$ cat src/rtl/tx_seq_pkg.sv
// Shared definitions for the transmit FIFO write sequencer.
//   tx_state_e   : sequencer FSM states (IDLE, RUN, DONE)
//   *_W_DEF      : default address, data and burst-length widths
package tx_seq_pkg;

  localparam int ADDR_W_DEF = 8;
  localparam int DATA_W_DEF = 8;
  localparam int LEN_W_DEF  = 9;

  typedef enum logic [1:0] {
    ST_IDLE = 2'd0,
    ST_RUN  = 2'd1,
    ST_DONE = 2'd2
  } tx_state_e;

endpackage

$ cat src/rtl/tx_addr_counter.sv
// Loadable, enabled, wrapping address counter driving the ROM read address.
// Ports:
//   clk, rst_n  : clock, asynchronous active-low reset (count clears to 0)
//   load        : load load_value (takes priority over en)
//   load_value  : value to load
//   en          : increment by one, wrapping modulo 2^ADDR_W
//   count       : registered counter value
module tx_addr_counter
  import tx_seq_pkg::*;
#(
  parameter int ADDR_W = ADDR_W_DEF
) (
  input  logic              clk,
  input  logic              rst_n,
  input  logic              load,
  input  logic [ADDR_W-1:0] load_value,
  input  logic              en,
  output logic [ADDR_W-1:0] count
);

  always_ff @(posedge clk or negedge rst_n) begin
    if (!rst_n) begin
      count <= '0;
    end else if (load) begin
      count <= load_value;
    end else if (en) begin
      // natural overflow gives the modulo-2^ADDR_W wrap
      count <= count + 1'b1;
    end
  end

endmodule

$ cat src/rtl/tx_fifo_write_sequencer.sv
// Streams a programmed burst of words from the transmit pattern ROM into the
// FIFO write port. Started by a one-cycle start strobe while idle; honours
// fifo_full, pause and abort. Single (write) clock domain.
// Ports:
//   wr_clk, wr_rst_n          : clock, asynchronous active-low reset
//   start, start_addr, length : burst command (sampled only in IDLE)
//   pause, abort              : stall / terminate an active burst
//   fifo_full                 : FIFO full flag
//   rom_addr, rom_data        : registered ROM address, combinational ROM data
//   fifo_wr_en, fifo_wr_data  : FIFO write port
//   busy, done, aborted       : status (RUN level, completion pulse, abort pulse)
//   words_sent                : words written in the current or last burst
//   state_dbg                 : current FSM state, for observation only
//
// Write handshake: fifo_wr_en is the valid; !fifo_full is the ready. A word
// transfers on every rising edge where fifo_wr_en=1, and fifo_wr_en is never
// raised while fifo_full=1, so a transfer is exactly fifo_wr_en=1 at the edge.
module tx_fifo_write_sequencer
  import tx_seq_pkg::*;
#(
  parameter int ADDR_W = ADDR_W_DEF,
  parameter int DATA_W = DATA_W_DEF,
  parameter int LEN_W  = LEN_W_DEF
) (
  input  logic              wr_clk,
  input  logic              wr_rst_n,
  input  logic              start,
  input  logic [ADDR_W-1:0] start_addr,
  input  logic [LEN_W-1:0]  length,
  input  logic              pause,
  input  logic              abort,
  input  logic              fifo_full,
  output logic [ADDR_W-1:0] rom_addr,
  input  logic [DATA_W-1:0] rom_data,
  output logic              fifo_wr_en,
  output logic [DATA_W-1:0] fifo_wr_data,
  output logic              busy,
  output logic              done,
  output logic              aborted,
  output logic [LEN_W-1:0]  words_sent,
  output tx_state_e         state_dbg
);

  tx_state_e        state;
  tx_state_e        state_next;
  logic [LEN_W-1:0] remaining;
  logic             start_fire;

  assign start_fire   = (state == ST_IDLE) && start;
  assign fifo_wr_data = rom_data;
  assign state_dbg    = state;

  tx_addr_counter #(
    .ADDR_W (ADDR_W)
  ) u_addr_counter (
    .clk        (wr_clk),
    .rst_n      (wr_rst_n),
    .load       (start_fire),
    .load_value (start_addr),
    .en         (fifo_wr_en),
    .count      (rom_addr)
  );

  always_ff @(posedge wr_clk or negedge wr_rst_n) begin
    if (!wr_rst_n) begin
      state <= ST_IDLE;
    end else begin
      state <= state_next;
    end
  end

  // Next state and outputs. Inside RUN abort wins over stalls, stalls win
  // over the write.
  always_comb begin
    state_next = state;
    fifo_wr_en = 1'b0;
    busy       = 1'b0;
    done       = 1'b0;
    case (state)
      ST_IDLE: begin
        if (start) begin
          state_next = (length == '0) ? ST_DONE : ST_RUN;
        end
      end
      ST_RUN: begin
        busy = 1'b1;
        if (abort) begin
          state_next = ST_IDLE;
        end else if (!fifo_full && !pause) begin
          fifo_wr_en = 1'b1;
          if (remaining == LEN_W'(1)) begin
            state_next = ST_DONE;
          end
        end
      end
      ST_DONE: begin
        done       = 1'b1;
        state_next = ST_IDLE;
      end
      default: begin
        state_next = ST_IDLE;
      end
    endcase
  end

  // remaining and words_sent only move on a write, so an abort leaves
  // words_sent frozen at the count reached so far.
  always_ff @(posedge wr_clk or negedge wr_rst_n) begin
    if (!wr_rst_n) begin
      remaining  <= '0;
      words_sent <= '0;
      aborted    <= 1'b0;
    end else begin
      aborted <= (state == ST_RUN) && abort;
      if (start_fire) begin
        remaining  <= length;
        words_sent <= '0;
      end else if (fifo_wr_en) begin
        remaining  <= remaining - 1'b1;
        words_sent <= words_sent + 1'b1;
      end
    end
  end

endmodule

$ cat config.mk
export PLATFORM = sky130hd
export DESIGN_NAME = tx_fifo_write_sequencer
export DESIGN_NICKNAME = d
export VERILOG_FILES = /design/src/rtl/tx_seq_pkg.sv /design/src/rtl/tx_addr_counter.sv /design/src/rtl/tx_fifo_write_sequencer.sv
export SDC_FILE = /design/constraint.sdc
export NUM_CORES = 1
export LEC_CHECK = 0
export BUFFER_PORTS_ARGS = -buffer_cell sky130_fd_sc_hd__buf_2
export CAP_MARGIN = 10
export CORE_ASPECT_RATIO = 0.9
export CORE_MARGIN = 5
export CORE_UTILIZATION = 49
export DETAILED_ROUTE_END_ITERATION = 10
export GPL_ROUTABILITY_DRIVEN = 0
export PLACE_DENSITY = 0.82
export SETUP_SLACK_MARGIN = 0.05
export SLEW_MARGIN = 20
export SYNTH_ARGS = -nofsm -noshare
export SYNTH_HDL_FRONTEND = slang
export SYNTH_SLANG_ARGS = --single-unit
export TNS_END_PERCENT = 1
$ cat constraint.sdc
create_clock -name wr_clk -period 1.8 [get_ports wr_clk]
set_input_delay 0 -clock wr_clk [delete_from_list [all_inputs] [get_ports wr_clk]]
set_output_delay 0 -clock wr_clk [all_outputs]
set_load 0.1 [all_outputs]
# ---- After elaboration in Yosys (flattened, before gate mapping)
# Cells that the tools add are included.
dict set report op_classes {
  n_addsub 3
  n_eq_ne 6
  n_mux 17
  reduce_logical 9
}
# op n
set ops {}
lappend ops {{2-to-1 mux 9 bit} 4}
lappend ops {{2-to-1 mux 8 bit} 2}
lappend ops {{2-to-1 mux 2 bit} 5}
lappend ops {{adder 9 x 1 -> 9 bit (second input constant)} 1}
lappend ops {{equality test 9 x 1 -> 1 bit (second input constant)} 1}
lappend ops {{zero test 9 bit} 1}
lappend ops {{subtractor 9 x 1 -> 9 bit (second input constant)} 1}
lappend ops {{adder 8 x 1 -> 8 bit (second input constant)} 1}
lappend ops {{!= test 3 bit (second input constant)} 2}
lappend ops {{2-to-1 mux 1 bit} 5}
lappend ops {{case mux 2 bit (2 select lines)} 1}
lappend ops {{logical AND 1 bit} 3}
lappend ops {{AND reduction 3 bit} 1}
lappend ops {{equality test 2 x 1 -> 1 bit (second input constant)} 1}
lappend ops {{equality test 2 bit (second input constant)} 1}
lappend ops {{zero test 1 bit} 2}
lappend ops {{zero test 2 bit} 1}
lappend ops {{!= test 2 bit (second input constant)} 1}
lappend ops {{nonzero test 2 bit} 1}
dict set report totals {
  ff_bits 29
  output_inout_bits 31
  word_cells 40
}

# ---- Depth between registers and ports, before layout
# Gate-level depths: netlist of run 1.
dict set report depth {
  ltp_word 7
  depth_mapped 5
  depth_no_buf 5
}

# ---- By module
# A second synthesis of run 1 with hierarchy kept.
dict set report hier_totals {
  cells_unflattened 182
  area_unflattened_um2 1720.4
}
# mod n_inst cells_per_inst area_per_inst_um2 seq_area_each_um2
set by_module_without_submodules {}
lappend by_module_without_submodules {tx_fifo_write_sequencer 1 133 1270.0 525.5}
lappend by_module_without_submodules {tx_addr_counter 1 49 450.4 200.2}

# ---- Least setup slack after synthesis of run 1
# Ideal clock, no wire load.
dict set report synth_path {
  path_type {register to register}
  start {register state[0] (netlist: state_dbg[0])}
  end {register aborted}
  setup_ns 0.073
  arrival_time_ns 2.717
  t_required_ns 1.727
  slack_ns -0.990
  stages_incl_launch_ff 3
  period_less_slack_ns 2.790
  path_cell_list {dfrtp_1 nor2b_1 and2_1}
}
dict set report synth_between {
  elab_chain_cells 2
}
# item line_no
set synth_lines {}
lappend synth_lines {{start, declared} tx_fifo_write_sequencer.sv:44} ;# tx_state_e state;
lappend synth_lines {{start signal, assigned} tx_fifo_write_sequencer.sv:68} ;# state <= state_next;
lappend synth_lines {{equality test 2 x 1 -> 1 bit} tx_fifo_write_sequencer.sv:114} ;# aborted <= (state == ST_RUN) && abort;
lappend synth_lines {{logical AND 1 bit} tx_fifo_write_sequencer.sv:114}
lappend synth_lines {{end signal, assigned} tx_fifo_write_sequencer.sv:114}
lappend synth_lines {{end, declared} tx_fifo_write_sequencer.sv:39} ;# output logic aborted,
# No other way between the ends.
# A chain may end at the register's enable or synchronous reset.

# ---- Worst setup path in the final report of run 1
dict set report layout_path {
  start {register state[1] (netlist: state_dbg[1])}
  end {output port fifo_wr_en}
}
dict set report layout_between {
  elab_chain_cells 2
}
# item line_no
set layout_lines {}
lappend layout_lines {{equality test 2 x 1 -> 1 bit} tx_fifo_write_sequencer.sv:79} ;# case (state)
lappend layout_lines {{2-to-1 mux 1 bit} tx_fifo_write_sequencer.sv:79}
lappend layout_lines {{end, declared} tx_fifo_write_sequencer.sv:35} ;# output logic fifo_wr_en,
# No other way between the ends.

==> qor.csv, run 1 <==
metric,value,unit
hold_path_origin,rom_data[3],
yosysUniqueCellTypes,45,
cts_max_path_buffers,2,
power.net_switching,1070,uW
multiInputGateArea,848,um^2
min_period_over_period,0.964,
gr_util_all_layers,0.205,
maxSlewHeadroom,0.563,
arrival,1730,ps
antenna_violating_nets_post_route,0,
timing.rr.start,state_dbg[1],
hold-path-cell-count,0,
drt-pass1-iter-count,4,
vias_per_cell,5.66,
syn_nets,211,
die_h,65.0,um
core_area,3300,um^2
hold_path_class,in2out,
finalSetupTns,0,ps
startpoint_kind_of_the_worst_setup_timing_path,register,
grt_setup_unrepaired,yes,
detailed_place_hpwl,2.98,mm
rr_endpoint,remaining[2],
clk_latency,290,ps
achievable-frequency,576,MHz
postSynthRegisterBits,29,
worst_setup_hold_path_clk_slew,60,ps
start_util,0.499,
end_kind,primary output,
tritoncts.num_buffers,5,
yosys_warnings,0,
run_status,finished clean,
synth_area,1650,um^2
drt_wl_total,4.47,mm
grt_pass1_vias,1593,
first_pass_grt_wire_length,7.45,mm
switching_fraction,0.405,
clock_skew,11.2,ps
drv_cap,0,
total_leakage_power,0.00105,uW
ratio_of_cells_with_drive_above_1_in_the_final_layout,0.344,
vdd_drop_max,0.879,mV
drt_first_iter_violations,96,
required,1800,ps
power_density,1130,nW/um^2
n_fill_cell,261,
num-nets-final,284,
fin_ws,65.2,ps
timing_hold_violations_final,0,
clock_tree.root_cell,sky130_fd_sc_hd__clkbuf_8,
pin_count_of_the_biggest_net_entering_global_routing,30,
die-width,71.2,um
wl_per_cell,15.2,um
internal_cell_power,1570,uW
worst_slew_pin_slew,655,ps
cts_num_sinks,29,
r2r.worst_path.cells,4,
whs_endpoint,fifo_wr_data[3],
io_buffer_count,45,
timing.hold.ws,0.0386,ps
h_tree_depth,2,
report.final.slew_viol_count,0,
placement.setup.worst_slack,-9.07,ps
r2r_setup_slack,90,ps
area_of_all_sequential_standard_cells,733,um^2
grt_overflow,0,
fin_crit,1730,ps
seq_power_share,0.329,
num_antenna_cells,0,
antenna_violations_before_repair,0,
cp_max_fo,8,
pwr-share-comb,0.365,
timing.setup.critical_path_class,reg2out,
routed-via-count,1664,
synth.avg_cell_area,9.37,um^2
timing.final.setup_violations,0,
floorplan.die_area,4630,um^2
fp_rows,20,
top_level_ports,62,
synthesis.instances,176,
detail_route.drc_violations,0,
clock_tree_from_tritoncts,built,
synth-seq-area-share,0.440,
finish.utilization,0.711,
share_clk_of_total_power,0.306,
layout-area-overhead-vs-synth,42.3,%
==> metrics by stage <==
step                cells  area, um^2  power, uW
floorplan             176        1670       1620
global placement      262        1950       1750
detailed placement    262        1950       1770
CTS                   291        2290       2620
global route          294        2350       2760
finish                294        2350       2650
==> worst max path at each step <==
stage	start	endpoint	slack [ps]	depth (start not counted)
floorplan	state_dbg[0]	u_addr_counter.count[7]	-400	5
global placement	state_dbg[1]	remaining[2]	70	4
detailed placement	state_dbg[1]	remaining[2]	-9	4
CTS	state_dbg[1]	fifo_wr_en	50	5
global route	state_dbg[1]	fifo_wr_en	-20	6
finish	state_dbg[1]	fifo_wr_en	70	6
==> power groups by stage <==
stage | Sequential [uW] | Clock, uW | Combinational [uW]
final | 872 | 811 | 965
after global routing | 889 | 852 | 1020
after CTS | 860 | 828 | 936
after detailed placement | 871 | 0 | 895
after global placement | 870 | 0 | 880
after floorplan | 1260 | 0 | 367
==> layout make-up <==
cell class / count / share of cell area
Tap cell: 44 / 0.0235
Clock inverter: 3 / 0.0277
Multi-Input combinational cell: 128 / 0.361
Clock buffer: 5 / 0.0293
Sequential cell: 29 / 0.312
Timing Repair Buffer: 80 / 0.236
Inverter: 5 / 0.00959
==> cells by family after synthesis <==
| logic type | after synthesis | share of synthesized area |
|---|---|---|
| compound gates | 39 | 0.161 |
| fa+ha+maj | 4 | 0.0304 |
| flops | 29 | 0.440 |
| simple gates | 78 | 0.265 |
| xor+xnor | 7 | 0.0372 |
| buf+inv | 19 | 0.0668 |
==> cells in the mapped netlist, drive strengths merged <==
library cell,instances,share of area
ha,4,0.030
a22oi,1,0.0046
a31oi,1,0.0038
nor2b,1,0.0038
a311oi,1,0.0053
nor2,12,0.030
or3,3,0.011
nor3,5,0.015
and3,1,0.0038
a21o,1,0.0046
dfrtp,29,0.44
a221o,4,0.024
a32oi,1,0.0053
nor3b,3,0.024
and4,1,0.0053
inv,5,0.011
a22o,1,0.0053
or3b,3,0.016
a211oi,1,0.0046
nand2,18,0.041
nand3,14,0.042
or4,4,0.018
o221ai,1,0.0053
xnor2,4,0.021
o21ai,14,0.045
clkbuf,4,0.0099
or2,2,0.0076
and2b,1,0.0046
o311ai,4,0.021
o211ai,3,0.014
and2,1,0.0038
buf,10,0.046
a21oi,6,0.018
nor4,5,0.023
xor2,3,0.016
nand4,4,0.015
==> metal layers <==
layer | GRT usage | vias to the layer above | wire length (um) | part of all wire
met1 | 0.262 | 805 | 1900 | 0.42
met2 | 0.329 | 62 | 2180 | 0.49
met4 | 0.0939 | 0 | 87 | 0.019
met5 | 0 | - | 0 | 0
li1 | - | 788 | - | -
met3 | 0.0450 | 9 | 305 | 0.068
==> repair_timing <==
item                                   4_1_cts  5_1_grt
resized for setup                            1       10
pin swaps                                    1        1
setup endpoints to repair                    7       13
endpoints found under the hold margin       47        0
hold buffers                                19        0
buffers inserted                             2        3
==> critical path, stage by stage, from the launching register on <==
cell	delay, ps
sky130_fd_sc_hd__dfrtp_4	520
sky130_fd_sc_hd__nor3b_4	260
sky130_fd_sc_hd__buf_6	150
sky130_fd_sc_hd__nand2_4	90
sky130_fd_sc_hd__clkinvlp_4	130
sky130_fd_sc_hd__buf_4	130
sky130_fd_sc_hd__buf_12	160
==> placed cells by master (no fill, tap or decap), types with 2 or more instances in the layout <==
| cell | Yosys | final |
|---|---|---|
| sky130_fd_sc_hd__dfrtp_4 | 0 | 2 |
| sky130_fd_sc_hd__or3b_2 | 2 | 2 |
| sky130_fd_sc_hd__inv_1 | 5 | 4 |
| sky130_fd_sc_hd__nor4_1 | 4 | 3 |
| sky130_fd_sc_hd__nand3_1 | 14 | 14 |
| sky130_fd_sc_hd__or4_1 | 4 | 4 |
| sky130_fd_sc_hd__or3_1 | 3 | 3 |
| sky130_fd_sc_hd__nor3_1 | 5 | 5 |
| sky130_fd_sc_hd__buf_2 | 0 | 44 |
| sky130_fd_sc_hd__xor2_1 | 3 | 3 |
| sky130_fd_sc_hd__nand2_1 | 18 | 17 |
| sky130_fd_sc_hd__clkbuf_8 | 0 | 5 |
| sky130_fd_sc_hd__a21oi_1 | 6 | 6 |
| sky130_fd_sc_hd__o211ai_1 | 3 | 3 |
| sky130_fd_sc_hd__o21ai_1 | 0 | 2 |
| sky130_fd_sc_hd__xnor2_1 | 4 | 4 |
| sky130_fd_sc_hd__bufinv_16 | 0 | 2 |
| sky130_fd_sc_hd__o311ai_1 | 0 | 3 |
| sky130_fd_sc_hd__or2_2 | 2 | 2 |
| sky130_fd_sc_hd__o21ai_0 | 13 | 11 |
| sky130_fd_sc_hd__buf_4 | 8 | 15 |
| sky130_fd_sc_hd__ha_1 | 4 | 4 |
| sky130_fd_sc_hd__nor2_2 | 2 | 2 |
| sky130_fd_sc_hd__a221o_1 | 4 | 4 |
| sky130_fd_sc_hd__nor2_1 | 10 | 10 |
| sky130_fd_sc_hd__dfrtp_1 | 29 | 27 |
| sky130_fd_sc_hd__dlygate4sd3_1 | 0 | 19 |
| sky130_fd_sc_hd__nand4_1 | 4 | 4 |
==> flip-flops by register name, indices dropped and copies added (netlist names) <==
name / flops
aborted: 1
u_addr_counter.count: 8
words_sent: 9
remaining: 9
state_dbg: 2
Power figures use the tool's default switching activity.
==> run 2: changes to the inputs <==
clock period = 1.89 ns   (was 1.8 ns; I/O delays follow)
==> qor.csv, run 2 (synthesis results as in run 1) <==
metric,value,unit,change
end_kind,primary output,,unchanged
start_util,0.499,,unchanged
power.net_switching,1010,uW,was 1070 uW
timing.critical_path.cells,nor3b_4 > nand2_2 > clkinvlp_4 > buf_12,,was nor3b_4 > buf_6 > nand2_4 > clkinvlp_4 > buf_4 > buf_12
top_level_ports,62,,unchanged
n_fill_cell,274,,was 261
antenna_violations_before_repair,0,,unchanged
achievable-frequency,547,MHz,
arrival,1830,ps,was 1730 ps
drt_wl_total,4.30,mm,was 4.47 mm
timing_hold_violations_final,0,,unchanged
grt_util_met2,0.330,,was 0.329
h_tree_depth,2,,unchanged
power_density,1070,nW/um^2,was 1130 nW/um^2
switching_fraction,0.422,,was 0.405
wl_per_cell,15.2,um,about the same
timing.setup.critical_path_class,reg2out,,unchanged
first_pass_grt_wire_length,7.29,mm,was 7.45 mm
total_power,2390,uW,was 2650 uW
placement.setup.worst_slack,61.6,ps,was -9.07 ps
die_h,65.0,um,unchanged
tritoncts.num_buffers,5,,unchanged
drt_first_iter_violations,102,,was 96
drv_cap,0,,unchanged
detailed_place_hpwl,3.00,mm,was 2.98 mm
most_used_routing_layer,met2,,unchanged
startpoint_kind_of_the_worst_setup_timing_path,register,,unchanged
timing.final.setup_violations,0,,unchanged
worst_slew_pin_slew,632,ps,was 655 ps
io_buffer_count,45,,unchanged
layout_commonest_cell,sky130_fd_sc_hd__buf_2,,unchanged
clock_tree_from_tritoncts,built,,unchanged
worstPathBufferInverterCount,2,,was 4
post_layout_inst_area,2230,um^2,was 2350 um^2
grt_use_met1,0.245,,was 0.262
detail_route.drc_violations,0,,unchanged
num-nets-final,273,,was 284
fp_rows,20,,unchanged
share_clk_of_total_power,0.282,,was 0.306
fin_ws,62.7,ps,was 65.2 ps
drt-pass1-iter-count,4,,unchanged
antenna_violating_nets_post_route,0,,unchanged
worst_setup_hold_path_clk_slew,70,ps,was 60 ps
cp_max_fo,8,,unchanged
num_antenna_cells,0,,unchanged
clk_latency,290,ps,about the same
cts_setup_buffers,0,,was 2
routed-via-count,1611,,was 1664
internal_cell_power,1380,uW,was 1570 uW
run_status,finished clean,,unchanged
gr_util_all_layers,0.202,,was 0.205
slowest_stage,sky130_fd_sc_hd__dfrtp_4,,unchanged
seq_power_share,0.348,,was 0.329
ratio_of_cells_with_drive_above_1_in_the_final_layout,0.314,,was 0.344
grtUsageMet3,0.0496,,was 0.0450
die-width,71.2,um,unchanged
layout-area-overhead-vs-synth,35.1,%,was 42.3%
most-common-layout-cells,"44 x sky130_fd_sc_hd__buf_2, 27 x sky130_fd_sc_hd__dfrtp_1, 17 x sky130_fd_sc_hd__nand2_1, 17 x sky130_fd_sc_hd__dlygate4sd3_1, 14 x sky130_fd_sc_hd__nand3_1",,"was 44 x sky130_fd_sc_hd__buf_2, 27 x sky130_fd_sc_hd__dfrtp_1, 19 x sky130_fd_sc_hd__dlygate4sd3_1, 17 x sky130_fd_sc_hd__nand2_1, 15 x sky130_fd_sc_hd__buf_4"
report.final.slew_viol_count,0,,unchanged
maxSlewHeadroom,0.579,,was 0.563
postPlaceCellArea,1920,um^2,was 1950 um^2
pin_count_of_the_biggest_net_entering_global_routing,30,,unchanged
critical-path-top-delay-family,simple AND/OR/NAND/NOR gates,,was buffers and inverters
min_period_over_period,0.967,,
timing.critical_path.slowest_cell_delay,530,ps,was 520 ps
cts_max_path_buffers,2,,unchanged
grt_pass1_vias,1613,,was 1593
largest_registers,"remaining (9), words_sent (9), u_addr_counter.count (8)",,unchanged
cts_num_sinks,29,,unchanged
pwr-share-comb,0.371,,was 0.365
clock_skew,8.38,ps,was 11.2 ps
clock_tree.root_cell,sky130_fd_sc_hd__clkbuf_8,,unchanged
core_area,3300,um^2,unchanged
required,1890,ps,was 1800 ps
vias_per_cell,5.69,,was 5.66
grt_overflow,0,,unchanged
vdd_drop_max,0.584,mV,was 0.879 mV
floorplan.die_area,4630,um^2,unchanged
grt_setup_unrepaired,yes,,unchanged
hold_path_class,in2out,,unchanged
fin_crit,1830,ps,
total_leakage_power,0.000979,uW,was 0.00105 uW
## run 2: changes by cell type in the layout (fill, tap and decap cells not counted), moves of 2 or more
cell / delta
sky130_fd_sc_hd__buf_4: -8
sky130_fd_sc_hd__o21ai_1: -2
sky130_fd_sc_hd__o21ai_0: +2
sky130_fd_sc_hd__dlygate4sd3_1: -2
sky130_fd_sc_hd__o311ai_1: -2
sky130_fd_sc_hd__o311ai_0: +2
## run 2: worst paths after layout
kind                                   end  slack [ps]  cells past startpoint    startpoint
max in group asynchronous     state_dbg[1]        1150                      2      wr_rst_n
max                             fifo_wr_en          60                      4  state_dbg[1]
min                        fifo_wr_data[3]        0.04                      0   rom_data[3]
min in group asynchronous    words_sent[6]         270                      2      wr_rst_n
max reg2reg                   remaining[4]          80                      4  state_dbg[1]
min reg2reg                   state_dbg[1]         560                      1  state_dbg[1]
## run 2: final cells by class
class,count,area [um^2],area share
Multi-Input combinational cell,128,837,0.376
Sequential cell,29,733,0.329
Timing Repair Buffer,69,463,0.208
Clock buffer,7,86.3,0.0388
Tap cell,44,55.1,0.0247
Clock inverter,1,30.0,0.0135
Inverter,5,22.5,0.0101
## run 2: repair_timing
item / CTS / global route
hold buffers: 17 / 0
setup endpoints to repair: 1 / 12
gates resized for setup: 1 / 3
endpoints found under the hold margin: 45 / 0
pin swaps: 0 / 1
cloned: 0 / 0
## run 2: per-stage QoR
stage	utilization	TNS [ps]	instances	hold slack, ps
finish	0.674	0	283	0.0386
floorplan	-	-1050	176	-296
detailed placement	0.582	0	258	0.681
global placement	0.582	0	258	0.681
CTS	0.669	0	283	0.0140
global route	0.674	-108	283	0.157
## run 2: routing by layer
| layer | vias to the layer above | wire length, um |
|---|---|---|
| li1 | 771 | - |
| met1 | 770 | 1860 |
| met2 | 62 | 2100 |
| met3 | 8 | 280 |
| met4 | 0 | 59 |
| met5 | - | 0 |
## run 2: power by group through the flow
stage	clock network, uW	registers, uW	logic [uW]
3_5_place_dp	0	832	843
3_3_place_gp	0	828	831
6_report	673	831	886
2_1_floorplan	0	1200	349
4_1_cts	678	823	879
5_1_grt	703	851	940
